### src/rtl/prefetch_pkg.sv
// Shared widths, NOP encoding and the queue entry layout for the instruction prefetch queue.
package prefetch_pkg;

  localparam int PC_W    = 64;
  localparam int INSTR_W = 32;

  localparam logic [INSTR_W-1:0] NOP_INSTR = 32'h00000013;
  localparam logic [PC_W-1:0]    PC_INC    = 64'd4;

  typedef struct packed {
    logic [PC_W-1:0]    pc;
    logic [INSTR_W-1:0] instr;
  } entry_t;

  function automatic logic [PC_W-1:0] word_align(input logic [PC_W-1:0] addr);
    return addr & ~PC_W'(3);
  endfunction

endpackage

### src/rtl/prefetch_fifo.sv
// Generic synchronous FIFO with clear: zero-latency head, write visible one cycle after push.
// Caller owns flow control; push when full or pop when empty are ignored.
module prefetch_fifo #(
  parameter int WIDTH = 8,
  parameter int DEPTH = 4
) (
  input  logic                       clk,
  input  logic                       rst,
  input  logic                       clear,
  input  logic                       push,
  input  logic [WIDTH-1:0]           push_dat,
  input  logic                       pop,
  output logic [WIDTH-1:0]           pop_dat,
  output logic [$clog2(DEPTH+1)-1:0] count
);

  localparam int AW = $clog2(DEPTH);
  localparam int CW = $clog2(DEPTH+1);

  logic [WIDTH-1:0] mem [DEPTH];
  logic [AW-1:0]    wr_ptr;
  logic [AW-1:0]    rd_ptr;
  logic             push_ok;
  logic             pop_ok;

  assign pop_ok  = pop && (count != '0);
  assign push_ok = push && ((count != CW'(DEPTH)) || pop_ok);
  assign pop_dat = mem[rd_ptr];

  always_ff @(posedge clk or negedge rst) begin
    if (!rst) begin
      wr_ptr <= '0;
      rd_ptr <= '0;
      count  <= '0;
    end else if (clear) begin
      wr_ptr <= '0;
      rd_ptr <= '0;
      count  <= '0;
    end else begin
      if (push_ok) wr_ptr <= wr_ptr + AW'(1);
      if (pop_ok)  rd_ptr <= rd_ptr + AW'(1);
      case ({push_ok, pop_ok})
        2'b10:   count <= count + CW'(1);
        2'b01:   count <= count - CW'(1);
        default: count <= count;
      endcase
    end
  end

  // Storage carries no reset; the head is only meaningful while count is non-zero.
  always_ff @(posedge clk) begin
    if (push_ok && !clear) mem[wr_ptr] <= push_dat;
  end

endmodule

### src/rtl/instruction_prefetch_queue.sv
// Credit-based fetch-ahead queue between imem and IF-ID; response to deq_valid is 1 cycle, head holds under !deq_ready.
// Redirect flushes the queue and drops stale responses; PREFETCH_PERF_CNT_EN adds flush/empty counters.
module instruction_prefetch_queue
  import prefetch_pkg::*;
#(
  parameter int              DEPTH    = 4,
  parameter logic [PC_W-1:0] RESET_PC = 64'h0
) (
  input  logic               clk,
  input  logic               rst,
  output logic               imem_req_valid,
  output logic [PC_W-1:0]    imem_req_addr,
  input  logic               imem_req_ready,
  input  logic               imem_resp_valid,
  input  logic [INSTR_W-1:0] imem_resp_data,
  input  logic               redirect,
  input  logic [PC_W-1:0]    redirect_pc,
  output logic               deq_valid,
  output logic [INSTR_W-1:0] deq_instr,
  output logic [PC_W-1:0]    deq_pc,
  input  logic               deq_ready
`ifdef PREFETCH_PERF_CNT_EN
  ,
  output logic [31:0]        perf_flush_cnt,
  output logic [31:0]        perf_empty_cnt
`endif
);

  localparam int CW = $clog2(DEPTH+1);

  logic [PC_W-1:0] fetch_pc;
  logic [CW-1:0]   outstanding;
  logic [CW-1:0]   drop_cnt;
  logic [CW-1:0]   credits;
  logic [CW-1:0]   q_count;
  logic [CW-1:0]   pc_count;
  logic [PC_W-1:0] pc_head;
  entry_t          q_head;
  entry_t          q_in;
  logic            req_fire;
  logic            resp_keep;
  logic            deq_fire;
  logic            q_nonempty;

  // Every accepted request reserves a queue slot until its response is consumed or dropped.
  assign credits        = CW'(DEPTH) - q_count - outstanding;
  assign imem_req_valid = rst && !redirect && (credits != '0);
  assign imem_req_addr  = fetch_pc;
  assign req_fire       = imem_req_valid && imem_req_ready;

  assign resp_keep = imem_resp_valid && !redirect && (drop_cnt == '0) && (pc_count != '0);
  assign q_in      = '{pc: pc_head, instr: imem_resp_data};

  assign q_nonempty = (q_count != '0);
  assign deq_valid  = !redirect && q_nonempty;
  assign deq_fire   = deq_valid && deq_ready;
  assign deq_instr  = q_nonempty ? q_head.instr : NOP_INSTR;
  assign deq_pc     = q_nonempty ? q_head.pc : '0;

  always_ff @(posedge clk or negedge rst) begin
    if (!rst) begin
      fetch_pc    <= RESET_PC;
      outstanding <= '0;
      drop_cnt    <= '0;
    end else begin
      if (redirect)      fetch_pc <= word_align(redirect_pc);
      else if (req_fire) fetch_pc <= fetch_pc + PC_INC;

      case ({req_fire, imem_resp_valid})
        2'b10:   outstanding <= outstanding + CW'(1);
        2'b01:   outstanding <= outstanding - CW'(1);
        default: outstanding <= outstanding;
      endcase

      // Everything still in flight at a redirect is stale, including responses already marked for drop.
      if (redirect)
        drop_cnt <= outstanding - CW'(imem_resp_valid);
      else if (imem_resp_valid && (drop_cnt != '0))
        drop_cnt <= drop_cnt - CW'(1);
    end
  end

  prefetch_fifo #(
    .WIDTH ($bits(entry_t)),
    .DEPTH (DEPTH)
  ) u_instr_q (
    .clk      (clk),
    .rst      (rst),
    .clear    (redirect),
    .push     (resp_keep),
    .push_dat (q_in),
    .pop      (deq_fire),
    .pop_dat  (q_head),
    .count    (q_count)
  );

  prefetch_fifo #(
    .WIDTH (PC_W),
    .DEPTH (DEPTH)
  ) u_pc_fifo (
    .clk      (clk),
    .rst      (rst),
    .clear    (redirect),
    .push     (req_fire),
    .push_dat (fetch_pc),
    .pop      (resp_keep),
    .pop_dat  (pc_head),
    .count    (pc_count)
  );

`ifdef PREFETCH_PERF_CNT_EN
  always_ff @(posedge clk or negedge rst) begin
    if (!rst) begin
      perf_flush_cnt <= '0;
      perf_empty_cnt <= '0;
    end else begin
      if (redirect && (perf_flush_cnt != '1))
        perf_flush_cnt <= perf_flush_cnt + 32'd1;
      if (deq_ready && !deq_valid && (perf_empty_cnt != '1))
        perf_empty_cnt <= perf_empty_cnt + 32'd1;
    end
  end
`endif

  a_resp_has_request: assert property (@(posedge clk) disable iff (!rst)
    imem_resp_valid |-> (outstanding != '0));

  a_resp_not_full: assert property (@(posedge clk) disable iff (!rst)
    imem_resp_valid |-> (q_count != CW'(DEPTH)));

endmodule

### config.mk
export PLATFORM = sky130hd
export DESIGN_NAME = instruction_prefetch_queue
export DESIGN_NICKNAME = d
export VERILOG_FILES = /design/src/rtl/prefetch_pkg.sv /design/src/rtl/prefetch_fifo.sv /design/src/rtl/instruction_prefetch_queue.sv
export SDC_FILE = /design/constraint.sdc
export NUM_CORES = 1
export LEC_CHECK = 0
export CAP_MARGIN = 20
export CORE_ASPECT_RATIO = 1.1
export CORE_MARGIN = 2
export CORE_UTILIZATION = 57
export DETAILED_ROUTE_END_ITERATION = 8
export PLACE_DENSITY = 0.77
export SETUP_SLACK_MARGIN = 0.3
export SLEW_MARGIN = 20
export SYNTH_ARGS = -nofsm -noshare
export SYNTH_HDL_FRONTEND = slang
export SYNTH_SLANG_ARGS = --single-unit
### constraint.sdc
create_clock -name clk -period 5.89 [get_ports clk]
set_input_delay 1.4725 -clock clk [delete_from_list [all_inputs] [get_ports clk]]
set_output_delay 1.4725 -clock clk [all_outputs]
set_load 0.05 [all_outputs]
==> run_results.csv <==
group,metric,value,unit
sta,setup_tns,0,ns
setup_path,cp-start-kind,"flip-flop",
grt,gr-total-overflow,0,
synthesis,syn_area,28740,um^2
placement,dp_cells,2450,
drt,ant_nets,0,
setup_path,worstPathArrival,3.56,ns
job,maxCapViolations,0,
sta,max-slew-margin-rel,0.3524,
power,cellPowerDensity,333.1,nW/um^2
cells_and_area,fillers,3251,
drt,drt_iter0_markers,1504,
power,switchingPower,0.002774,W
power,p_sw_frac,0.2414,
clock_network,cts_buffer_depth,3,
drt,detail_route.vias_per_cell,6.260,
sta,finalHoldViolations,0,
floorplan,chipWidth,218.1,um
power,clockPowerShare,0.390,
placement,place_congestion,0.8558,
placement,io_buffers,257,
sta,fin_crit,5.035,ns
sta,finalCritPeriodShare,0.8549,
power,p_comb_frac,0.103,
setup_path,cp_slowest_cell,"clkdlybuf4s50_1",
power,leakage,10.95,nW
grt,grt_pass1_vias,16390,
setup_path,max_stage_delay,0.83,ns
cells_and_area,area.sequential,20800,um^2
clock_network,cts.htree.levels,3,
placement,dpl.hpwl,40390,um
clock_network,post_cts_resized,0,
cells_and_area,syn_to_final_growth,20.04,%
clock_network,numCtsBuffers,70,
clock_network,clkTransAtPathRegs,0.06,ns
synthesis,synth_top_flop_cell,"edfxtp_1",
synthesis,synthArstFlopShare,0.1161,
grt,antenna_found_initial,0,
setup_path,r2r_slack,2.19,ns
sta,worst_pin_slew,0.9689,ns
floorplan,rows,86,
cells_and_area,drive_above_1_share,0.1717,
synthesis,synthTopCellsByArea,"edfxtp_1 65%, mux4_2 12%, dfrtp_1 7.1%",
synthesis,ys_seq_elements,706,
floorplan,die_y,239.5,um
synthesis,netlist.area_leader.share,0.6520,
cells_and_area,final_cell_mix,"624 x edfxtp_1, 255 x clkdlybuf4s50_1, 156 x mux4_2",
setup_path,r2r.worst_path.cells,9,
clock_network,root_buffer,"clkbuf_16",
hold_path,hold_depth,1,
synthesis,ys_types,68,
cells_and_area,multi_input_area,7498,um^2
sta,finalMaxSlewViolations,0,
synthesis,netlist_instances,1590,
synthesis,synth_edf_count,624,
power,peakVddDrop,253.4,uV
setup_path,critPathRequiredTime,4.42,ns
floorplan,die_area,52240,um^2
setup_path,cp_max_fo,10,
synthesis,ys_seq_area_frac,0.7233,
clock_network,clock-sinks,706,
power,p_int,0.008717,W
cells_and_area,fin_nets,1984,
sta,clock.fmax,198.6,MHz
clock_network,clk_latency,0.61,ns
synthesis,syn_avg_cell_area,18.08,um^2
drt,wl,66640,um
clock_network,cts_tree,"built",
drt,drc_errors,0,
drt,drt_pass1_iterations,5,
setup_path,end_kind,"output port",
cells_and_area,final_common_cell,"edfxtp_1",
synthesis,synth_top_cell_by_area,"edfxtp_1",
synthesis,ys_warn_count,0,
setup_path,path_cells,"ha_1 > inv_1 > ha_1 > xnor2_1 > xnor2_2 > nor2_1 > nor3b_1 > clkdlybuf4s50_1",
grt,grt_pass1_wl,99390,um
power,p_seq_frac,0.507,
clock_network,post_cts_buffers,0,
cells_and_area,diodes,0,
grt,grt_util_all_layers,0.2597,
floorplan,initial_core_util,0.5757,
setup_path,crit_top_cell,"ha_1",
cells_and_area,design_area,34500,um^2
setup_path,path_class,"reg2out",
clock_network,cts-hold-fix-buffers,0,
sta,setup_violations,0,
floorplan,coreArea,49930,um^2
hold_path,min_path_type,"reg2reg",
run_status,status,"finished clean",
drt,via_count,16130,
sta,rsz0062_at_grt,"false",
floorplan,io_pins,264,
power,power,0.01149,W
placement,placed_area,32180,um^2
grt,grt_max_degree,84,
drt,wl_per_cell,25.87,um
sta,fin_skew,0.02061,ns
cells_and_area,instances_no_fill,2576,
final cells by class:
| type | count | share of cell area |
|---|---|---|
| clock buffers | 91 | 0.05610 |
| clock inverters | 35 | 0.01106 |
| inverters | 28 | 0.003046 |
| multi-input cells | 764 | 0.2173 |
| flip-flops and latches | 706 | 0.6029 |
| well taps | 660 | 0.02393 |
| repair buffers | 292 | 0.08558 |
state kept, by name (all words and copies together) (netlist names):
register	cells
u_instr_q.mem	376
u_pc_fifo.mem	248
u_pc_fifo.rd_ptr	2
outstanding	3
u_pc_fifo.count	3
u_instr_q.rd_ptr	2
drop_cnt	3
u_instr_q.wr_ptr	2
u_instr_q.count	3
imem_req_addr	62
u_pc_fifo.wr_ptr	2
stage by stage:
| step | hold slack (ns) | worst slack (ns) | util |
|---|---|---|---|
| 3_3_place_gp | 0.4615 | 0.9752 | 0.6446 |
| 4_1_cts | 0.4753 | 0.8465 | 0.6910 |
| 3_5_place_dp | 0.4631 | 0.9206 | 0.6446 |
| 2_1_floorplan | 0.4465 | 0.5966 | - |
| 6_report | 0.4734 | 0.8548 | 0.6910 |
| 5_1_grt | 0.4886 | 0.7168 | 0.6910 |
layer usage:
metal,track usage,vias up,wire length [um]
li1,-,6944,-
met1,0.3510,8349,26430
met2,0.4349,716,33880
met3,0.03860,117,4382
met4,0.09421,0,1938
met5,0,-,0
worst paths after layout:
path,startpoint,endpoint
worst min-delay path,outstanding[0],outstanding[0]
worst max register to register,u_instr_q.count[1],u_pc_fifo.mem[2][43]
max in group asynchronous,rst,u_pc_fifo.rd_ptr[0]
worst min register to register,outstanding[0],outstanding[0]
min in group asynchronous,rst,imem_req_addr[14]
worst max-delay path,u_instr_q.count[1],imem_req_valid
power by group through the flow:
| stage | Clock [W] | Combinational, W | Sequential (W) |
|---|---|---|---|
| global route | 0.00475 | 0.00125 | 0.00584 |
| finish | 0.00449 | 0.00118 | 0.00582 |
| global placement | 0 | 0.00113 | 0.00591 |
| CTS | 0.00457 | 0.00117 | 0.00582 |
| floorplan | 0 | 0.000601 | 0.00599 |
| detailed placement | 0 | 0.00116 | 0.00592 |
worst max-delay path, delay by kind of cell (launching register included):
kind,cells,cell delay (ns)
and+or+nand+nor,2,0.44
adders and majority gates,2,0.50
DFF,1,0.46
buffers and inverters,2,0.87
xor gates and xnor gates,2,0.68
Yosys cell counts, types with 5 or more instances:
library cell	instances
edfxtp_1	624
mux4_2	156
and2_1	101
dfrtp_1	82
nor2_1	67
nand2_1	60
clkbuf_1	59
a31oi_1	38
nand3_1	32
inv_1	28
or4_1	28
o31ai_1	26
buf_1	21
nand4_1	18
ha_1	17
o21ai_0	17
xnor2_1	14
nor3_1	12
buf_2	11
xor2_1	11
a21oi_1	10
mux2i_1	10
a211oi_1	9
or3_1	9
a2111oi_0	8
o211ai_1	8
and3_1	7
nor2b_1	7
nor4_1	7
nand4b_1	6
nor3b_1	6
or2_2	6
a221o_1	5
and4_1	5
nand2b_1	5
o41ai_1	5
logic make-up after synthesis:
| logic type | Yosys count | synth area share |
|---|---|---|
| flip-flops | 706 | 0.7233 |
| AND/OR/NAND/NOR | 387 | 0.07531 |
| multiplexers | 168 | 0.1265 |
| AO/OA/AOI/OAI | 159 | 0.03996 |
| buffers and inverters | 123 | 0.01706 |
| XOR/XNOR | 26 | 0.008184 |
| adder cells (fa/ha/maj) | 20 | 0.009490 |
| other | 1 | 0.0001305 |
(Power assumes the default switching activity.)
